**src/rtl/nbin_zero_skip_window.sv**
```systemverilog
// Zero-skipping window between NBin and NFU-1: holds D input vectors and, per lane,
// promotes the oldest pending non-zero value so NFU-1 never spends a lane on a zero neuron.
module nbin_zero_skip_window #(
    parameter int BIT_WIDTH = 16,
    parameter int Tn        = 16,
    parameter int D         = 4,
    parameter int SEL_WIDTH = 2
) (
    input  logic                     clk,
    input  logic                     rst_n,
    input  logic                     i_valid,
    output logic                     o_ready,
    input  logic [BIT_WIDTH*Tn-1:0]  i_inputs,
    input  logic                     i_last,
    output logic                     o_valid,
    input  logic                     i_ready,
    output logic [BIT_WIDTH*Tn-1:0]  o_outputs,
    output logic [SEL_WIDTH*Tn-1:0]  o_sel_lines,
    output logic [Tn-1:0]            o_lane_valid,
    output logic                     o_last
);
    localparam int CW = $clog2(D + 1);
    localparam int VW = BIT_WIDTH * Tn;

    logic [VW-1:0]           data_q [D];
    logic [VW-1:0]           data_d [D];
    logic [Tn-1:0]           pend_q [D];
    logic [Tn-1:0]           pend_d [D];
    logic [D-1:0]            last_q, last_d;
    logic [CW-1:0]           count_q, count_d;

    logic                    valid_q, valid_d;
    logic [VW-1:0]           outputs_q, outputs_d;
    logic [SEL_WIDTH*Tn-1:0] sel_q, sel_d;
    logic [Tn-1:0]           lane_valid_q, lane_valid_d;
    logic                    olast_q, olast_d;

    logic                    b_exists;
    logic [CW-1:0]           b_idx;
    logic [D-1:0]            in_e;
    logic [Tn-1:0]           lane_hit;
    logic [SEL_WIDTH*Tn-1:0] lane_sel;
    logic [VW-1:0]           lane_dat;

    logic                    ready_w;
    logic                    accept;
    logic                    load;
    logic                    any_after_e;
    logic                    issue_last;
    logic [CW-1:0]           retire;
    logic [Tn-1:0]           pend_after [D];

    assign ready_w = (count_q < CW'(D));
    assign accept  = i_valid && ready_w;

    // The eligible window stops at the first barrier slot so lanes never cross a group.
    always_comb begin
        b_exists = 1'b0;
        b_idx    = '0;
        in_e     = '0;
        for (int s = D - 1; s >= 0; s--) begin
            if (CW'(s) < count_q && last_q[s]) begin
                b_exists = 1'b1;
                b_idx    = CW'(s);
            end
        end
        for (int s = 0; s < D; s++) begin
            in_e[s] = (CW'(s) < count_q) && (!b_exists || CW'(s) <= b_idx);
        end
    end

    for (genvar gi = 0; gi < Tn; gi++) begin : g_lane
        logic                 hit;
        logic [SEL_WIDTH-1:0] sel;
        logic [BIT_WIDTH-1:0] dat;

        // Scan from the youngest slot down so the oldest pending slot wins.
        always_comb begin
            hit = 1'b0;
            sel = '0;
            dat = '0;
            for (int s = D - 1; s >= 0; s--) begin
                if (in_e[s] && pend_q[s][gi]) begin
                    hit = 1'b1;
                    sel = SEL_WIDTH'(s);
                    dat = data_q[s][gi*BIT_WIDTH +: BIT_WIDTH];
                end
            end
        end

        assign lane_hit[gi]                          = hit;
        assign lane_sel[gi*SEL_WIDTH +: SEL_WIDTH]   = sel;
        assign lane_dat[gi*BIT_WIDTH +: BIT_WIDTH]   = dat;
    end

    always_comb begin
        load = (!valid_q || i_ready) && (count_q != '0) && ((|lane_hit) || b_exists);

        any_after_e = 1'b0;
        for (int s = 0; s < D; s++) begin
            pend_after[s] = pend_q[s];
            for (int l = 0; l < Tn; l++) begin
                if (load && lane_hit[l] && lane_sel[l*SEL_WIDTH +: SEL_WIDTH] == SEL_WIDTH'(s)) begin
                    pend_after[s][l] = 1'b0;
                end
            end
            if (in_e[s] && (|pend_after[s])) begin
                any_after_e = 1'b1;
            end
        end

        issue_last = load && b_exists && !any_after_e;

        // A closed group retires whole; otherwise only a drained, non-barrier head leaves.
        if (issue_last) begin
            retire = b_idx + CW'(1);
        end else if (count_q != '0 && pend_after[0] == '0 && !last_q[0]) begin
            retire = CW'(1);
        end else begin
            retire = '0;
        end

        for (int j = 0; j < D; j++) begin
            data_d[j] = '0;
            pend_d[j] = '0;
            last_d[j] = 1'b0;
            for (int k = 0; k < D; k++) begin
                if (k == j + int'(retire)) begin
                    data_d[j] = data_q[k];
                    pend_d[j] = pend_after[k];
                    last_d[j] = last_q[k];
                end
            end
            if (accept && j == int'(count_q) - int'(retire)) begin
                data_d[j] = i_inputs;
                last_d[j] = i_last;
                for (int l = 0; l < Tn; l++) begin
                    pend_d[j][l] = (i_inputs[l*BIT_WIDTH +: BIT_WIDTH] != '0);
                end
            end
        end

        count_d = count_q + CW'(accept) - retire;

        valid_d      = valid_q;
        outputs_d    = outputs_q;
        sel_d        = sel_q;
        lane_valid_d = lane_valid_q;
        olast_d      = olast_q;
        if (load) begin
            valid_d      = 1'b1;
            outputs_d    = lane_dat;
            sel_d        = lane_sel;
            lane_valid_d = lane_hit;
            olast_d      = issue_last;
        end else if (i_ready) begin
            valid_d = 1'b0;
        end
    end

    always_ff @(posedge clk or negedge rst_n) begin
        if (!rst_n) begin
            for (int s = 0; s < D; s++) begin
                data_q[s] <= '0;
                pend_q[s] <= '0;
            end
            last_q       <= '0;
            count_q      <= '0;
            valid_q      <= 1'b0;
            outputs_q    <= '0;
            sel_q        <= '0;
            lane_valid_q <= '0;
            olast_q      <= 1'b0;
        end else begin
            for (int s = 0; s < D; s++) begin
                data_q[s] <= data_d[s];
                pend_q[s] <= pend_d[s];
            end
            last_q       <= last_d;
            count_q      <= count_d;
            valid_q      <= valid_d;
            outputs_q    <= outputs_d;
            sel_q        <= sel_d;
            lane_valid_q <= lane_valid_d;
            olast_q      <= olast_d;
        end
    end

    assign o_ready      = ready_w;
    assign o_valid      = valid_q;
    assign o_outputs    = outputs_q;
    assign o_sel_lines  = sel_q;
    assign o_lane_valid = lane_valid_q;
    assign o_last       = olast_q;

endmodule

```
**config.mk**
```make
export PLATFORM = sky130hd
export DESIGN_NAME = nbin_zero_skip_window
export DESIGN_NICKNAME = d
export VERILOG_FILES = /design/src/rtl/nbin_zero_skip_window.sv
export SDC_FILE = /design/constraint.sdc
export NUM_CORES = 2
export LEC_CHECK = 0
export ABC_CLOCK_PERIOD_IN_PS = 12500
export BUFFER_PORTS_ARGS = -buffer_cell sky130_fd_sc_hd__buf_2
export CAP_MARGIN = 20
export CORE_UTILIZATION = 35
export CTS_BUF_LIST = sky130_fd_sc_hd__clkbuf_8
export CTS_CLUSTER_SIZE = 28
export DETAILED_ROUTE_END_ITERATION = 10
export SYNTH_ARGS = -nofsm -noshare
export SYNTH_HDL_FRONTEND = slang
export SYNTH_SLANG_ARGS = --single-unit
```
**constraint.sdc**
```tcl
create_clock -name clk -period 12.5 [get_ports clk]
set_input_delay 0.625 -clock clk [delete_from_list [all_inputs] [get_ports clk]]
set_output_delay 0.625 -clock clk [all_outputs]
set_load 0.01 [all_outputs]
```
Yosys cells after proc, flatten, opt, wreduce, memory -nomap -nowiden
Index checks and enable logic that the tools add are counted.
- register bits after elaboration: 1401
- output and inout port bits: 307
- logic and storage cells: 655
- $add $sub $neg: 7
- order comparisons: 9
- eq/ne operators: 67
- mux-type cells: 332
- reduce and logical (&&, ||, !) cells: 222
- operators by type and width (operator ; count):
    2-to-1 mux 256 bit ; 20
    2-to-1 mux 16 bit ; 84
    nonzero test 16 bit ; 16
    logical AND 1 bit ; 167
    zero test 32 bit ; 5
    2-to-1 mux 1 bit ; 159
    2-to-1 mux 2 bit ; 65
    == test 2 x 32 -> 1 bit (first input constant) ; 3
    == test 3 x 32 -> 1 bit (first input constant) ; 3
    OR reduction 16 bit ; 5
    == test 2 bit (second input constant) ; 32
    == test 2 x 1 -> 1 bit (second input constant) ; 16
    zero test 2 bit ; 16
    == test 2 x 4 -> 1 bit (first input constant) ; 4
    zero test 16 bit ; 1
    2-to-1 mux 3 bit ; 4
    adder 2 x 3 -> 4 bit (first input constant) ; 2
    == test 3 x 4 -> 1 bit (first input constant) ; 2
    == test 3 bit (first input constant) ; 2
    less-or-equal comparator 1 x 3 -> 1 bit (first input constant) ; 2
    less-or-equal comparator 2 x 3 -> 1 bit (first input constant) ; 2
    logical OR 1 bit ; 6
    less-than comparator 1 x 3 -> 1 bit (first input constant) ; 2
    less-than comparator 2 x 3 -> 1 bit (first input constant) ; 2
    14 further kinds ; 17

Longest topological paths before layout
- word-level depth: 36
- depth in mapped cells: 37
- depth with buffers taken out: 25

Worst setup path before layout
No wires, ideal clock.
- path type: reg-to-reg
- from: reg count_q[2]
- to: reg pend_q[50] (netlist bit)
- library setup time: 0.087 ns
- arrival: 7.238 ns
- data required time: 12.413 ns
- path slack: 5.175 ns
- stages on the path, launching flop included: 36
- buffers on the path: 12
- path through: dfrtp_1 > clkbuf_2 > buf_2 > clkbuf_1 > o21ai_0 > a21o_1 > clkbuf_1 > ha_1 > buf_2 > o21a_1 > buf_2 > buf_2 > a311o_1 > buf_2 > nand2_1 > or2_2 > o21a_1 > or4_1 > o41a_1 > a211oi_2 > inv_2 > o21ai_4 > o21ai_0 > ha_1 > fa_1 > xor2_1 > a21oi_1 > nor2_1 > and3_1 > clkbuf_1 > nor2_1 > clkbuf_1 > clkbuf_1 > clkbuf_1 > nand2_1 > o211ai_1
- RTL lines (what ; line ; text):
    start, declared ; 30 ; logic [CW-1:0] count_q, count_d;
    start signal, assigned ; 180 ; count_q <= count_d;
    end signal, assigned by index ; 177 ; pend_q[s] <= pend_d[s];
    end, declared ; 27 ; logic [Tn-1:0] pend_q [D];

==> metrics.csv <==
stage;metric;value;unit
timing;Max Transition Viols Final;131;
timing;final worst slack;1070;ps
clock_tree;CTS Buf Count;282;
placed_design;DP HPWL;176000;um
grt;first-pass GRT wire length;485000;um
pwr;Switching Share;0.529;
logic_synthesis;Post-Syn Instances;8569;
pwr;Switch Pwr;14.0;mW
floorplan;io pins;568;
floorplan;die width;468;um
clock_tree;H-tree levels;5;
pwr;Clk network pwr share;0.179;
status;failing checks;slew limit;
critical_path;Reg2Reg Launch Point;count_q[2];
critical_path;FF-to-FF setup slack;1070;ps
routing;routed vias;77600;
logic_synthesis;Synth Cell Area;76100;um2
routing;Post-DRT Antenna Nets;0;
status;status;finished, violations left;
finish;area grow syn2layout;15.9;%
critical_path;Crit path arrival time;12340;ps
grt;largest net degree at the start of global routing;226;
critical_path;Critical Path End;pend_q[47];
placed_design;Placed Instance Area;80100;um2
finish;post-route insts no fill;11900;
critical_path;crit-path most repeated cell;o21ai_0;
routing;First-pass DRT Iterations;10;
pwr;Leak Pwr;37.4;nW
timing;Hold Fails Final Rpt;0;
critical_path;launch point of the worst path;count_q[2];
pwr;overall power;26.4;mW
grt;number of global-route vias before repair;75800;
floorplan;Die Ht;468;um
placed_design;DP Worst Slack;1210;ps
timing;Tcrit/Tclk final;0.914;
pwr;Logic pwr share;0.507;
pwr;sequential share of power;0.314;
grt;gr ovfl total;0;
pwr;Cell Int Power;12.4;mW
grt;antenna violations before repair;28;
timing;Worst-Margin Slew;1790;ps
critical_path;CP max-delay cell;buf_4;
floorplan;core area;215000;um2
clock_tree;CTS tree;yes;
logic_synthesis;syn_nets;8841;
floorplan;die area;219000;um2
logic_synthesis;Syn Area/Cell;8.88;um2
timing;Min Clock Period, post-route;11430;ps
finish;Final Instance Area;88200;um2
clock_tree;clk sink count;1401;
worst_hold_path;HP Class;primary input to register;
critical_path;CP max FO;64;
timing;f_max;0.0875;GHz
routing;DRT iter0 DRCs;10700;
critical_path;Crit Path Class;register to register;
clock_tree;Clock transition at path regs;50;ps
critical_path;WP buf/inv;2;
pwr;maximum VDD drop;0.877;mV
timing;Setup violations, final;0;
timing;Setup Skew;104;ps
finish;nets;9127;
critical_path;peak per-stage delay on the critical path;990;ps
critical_path;Worst Path Required;13410;ps
floorplan;initial core utilization;0.353;
routing;Wirelength per Cell;27.4;um
timing;WHS;179;ps
finish;Util after Layout;0.410;
logic_synthesis;Main synth FF type;dfrtp_1;
timing;setup tns final;0;ps
placed_design;IO buf count;567;
critical_path;Startpoint Class;register;
logic_synthesis;Async S/R FF share, synth;1.00;
flow_run;max cap viols;0;
critical_path;worst reg2reg path depth;26;
grt;Global Route Usage Sum;0.285;
placed_design;placed cell count;11100;
clock_tree;Clk Tree Root Cell;clkbuf_8;
logic_synthesis;sequential element share of the synthesized area;0.461;
timing;RSZ-0062 raised after global routing;false;
logic_synthesis;YS warnings;0;
logic_synthesis;flops & latches, synth;1401;
critical_path;critical path's top delay family;simple AND/OR/NAND/NOR gates;
routing;DRC;0;
floorplan;num rows;170;
critical_path;Reg-to-Reg End;pend_q[47];
clock_tree;Clock Tree Buf Depth;4;
critical_path;Stages on worst setup path;26;
placed_design;GPL Wtd Cong;0.906;
pwr;pwr dens;299;nW/um2
logic_synthesis;Synth cell types;71;
logic_synthesis;Post-synth EDFFs;0;
timing;worst rel slew slack;-0.190;
finish;layout cells sized above 1;0.128;
routing;drt total wl;325000;um
critical_path;Critical Path End Type;register;
clock_tree;Worst-Skew Late Latency;1090;ps
routing;vias per cell;6.53;
power by group through the flow:
stage                     registers, mW  logic, mW  clock network [mW]
after global routing               8.52       14.1                5.03
final                              8.30       13.4                4.72
after floorplan                    7.87       8.50                   0
after CTS                          8.22       13.0                4.83
after global placement             8.19       12.7                   0
after detailed placement           8.26       12.9                   0
worst reg2reg max path: cells and delay by family (launching register included):
kind                     cells  cell delay [ps]
AO/OA/AOI/OAI                9             3800
XOR/XNOR                     1              160
adder cells (fa/ha/maj)      3             1340
buffers and inverters        2             1250
flip-flops                   1              740
AND/OR/NAND/NOR             11             4020
flip-flops by register name, indices dropped and copies added, names as in the netlist:
name / cells
data_q: 1024
o_last: 1
pend_q: 64
o_sel_lines: 32
count_q: 3
o_valid: 1
last_q: 4
o_outputs: 256
o_lane_valid: 16
area by class of cell:
cell class                      instances  area [um2]
Fill cell                           21100      127000
Multi-Input combinational cell       6184       37100
Sequential cell                      1401       35100
Timing Repair Buffer                  968        7010
Clock buffer                          349        4800
Tap cell                             2838        3550
Clock inverter                        112         611
Inverter                               18        67.6
Antenna cell                           16        40.0
logic make-up after synthesis:
family / synth area share
AOI/OAI and AO/OA: 0.316
xor gates and xnor gates: 0.000230
adders and majority gates: 0.00211
buffers and inverters: 0.0556
DFF: 0.461
muxes: 0.00207
and+or+nand+nor: 0.163
cell usage in the layout (no fill, tap or decap), types with 293 or more instances in the layout:
| cell type | Yosys | layout |
|---|---|---|
| o31ai_1 | 552 | 552 |
| nand2_1 | 1210 | 1210 |
| clkbuf_8 | 0 | 349 |
| nor2_1 | 555 | 541 |
| dfrtp_1 | 1401 | 1401 |
| o21ai_1 | 513 | 512 |
| a21oi_1 | 293 | 293 |
| buf_2 | 198 | 566 |
| a221oi_1 | 652 | 652 |
| o21ai_0 | 338 | 337 |
worst min path at each step:
| stage | from | to | depth (start not counted) |
|---|---|---|---|
| after CTS | i_ready | o_valid | 3 |
| after global routing | i_ready | o_valid | 3 |
| final | i_ready | o_valid | 3 |
| after floorplan | rst_n | count_q[0] | 0 |
| after global placement | o_outputs[231] | o_outputs[231] | 2 |
| after detailed placement | o_sel_lines[26] | o_sel_lines[26] | 2 |
synthesized netlist by cell type, types with 18 or more instances:
| cell | instances | area [um2] |
|---|---|---|
| a21oi_1 | 293 | 1470 |
| a221oi_1 | 652 | 5710 |
| a222oi_1 | 105 | 1050 |
| a22oi_1 | 289 | 2170 |
| a311oi_1 | 39 | 342 |
| a31oi_1 | 263 | 1650 |
| a32oi_1 | 257 | 2250 |
| and2_1 | 282 | 1760 |
| and3_1 | 18 | 113 |
| buf_2 | 198 | 991 |
| buf_4 | 63 | 473 |
| clkbuf_1 | 680 | 2550 |
| dfrtp_1 | 1401 | 35100 |
| nand2_1 | 1210 | 4540 |
| nand3_1 | 46 | 230 |
| nand4_1 | 23 | 144 |
| nor2_1 | 555 | 2080 |
| nor2b_1 | 259 | 1620 |
| nor3_1 | 243 | 1220 |
| nor4_1 | 74 | 463 |
| o21ai_0 | 338 | 1690 |
| o21ai_1 | 513 | 2570 |
| o22ai_1 | 20 | 125 |
| o31ai_1 | 552 | 4140 |
layer usage:
metal	up-vias	share of wire	GRT usage	wire length (um)
li1	33100	-	-	-
met1	38000	0.40	0.380	129000
met2	5339	0.44	0.421	143000
met3	1069	0.11	0.0705	35900
met4	32	0.054	0.158	17400
met5	-	0.00063	0	204
repair_timing:
item,in CTS,in global routing
gates resized for setup,0,0
hold buffers,258,0
setup buffers,0,0
endpoints found under the hold margin,1142,0
Note: power is estimated with default switching activity, not from simulation.
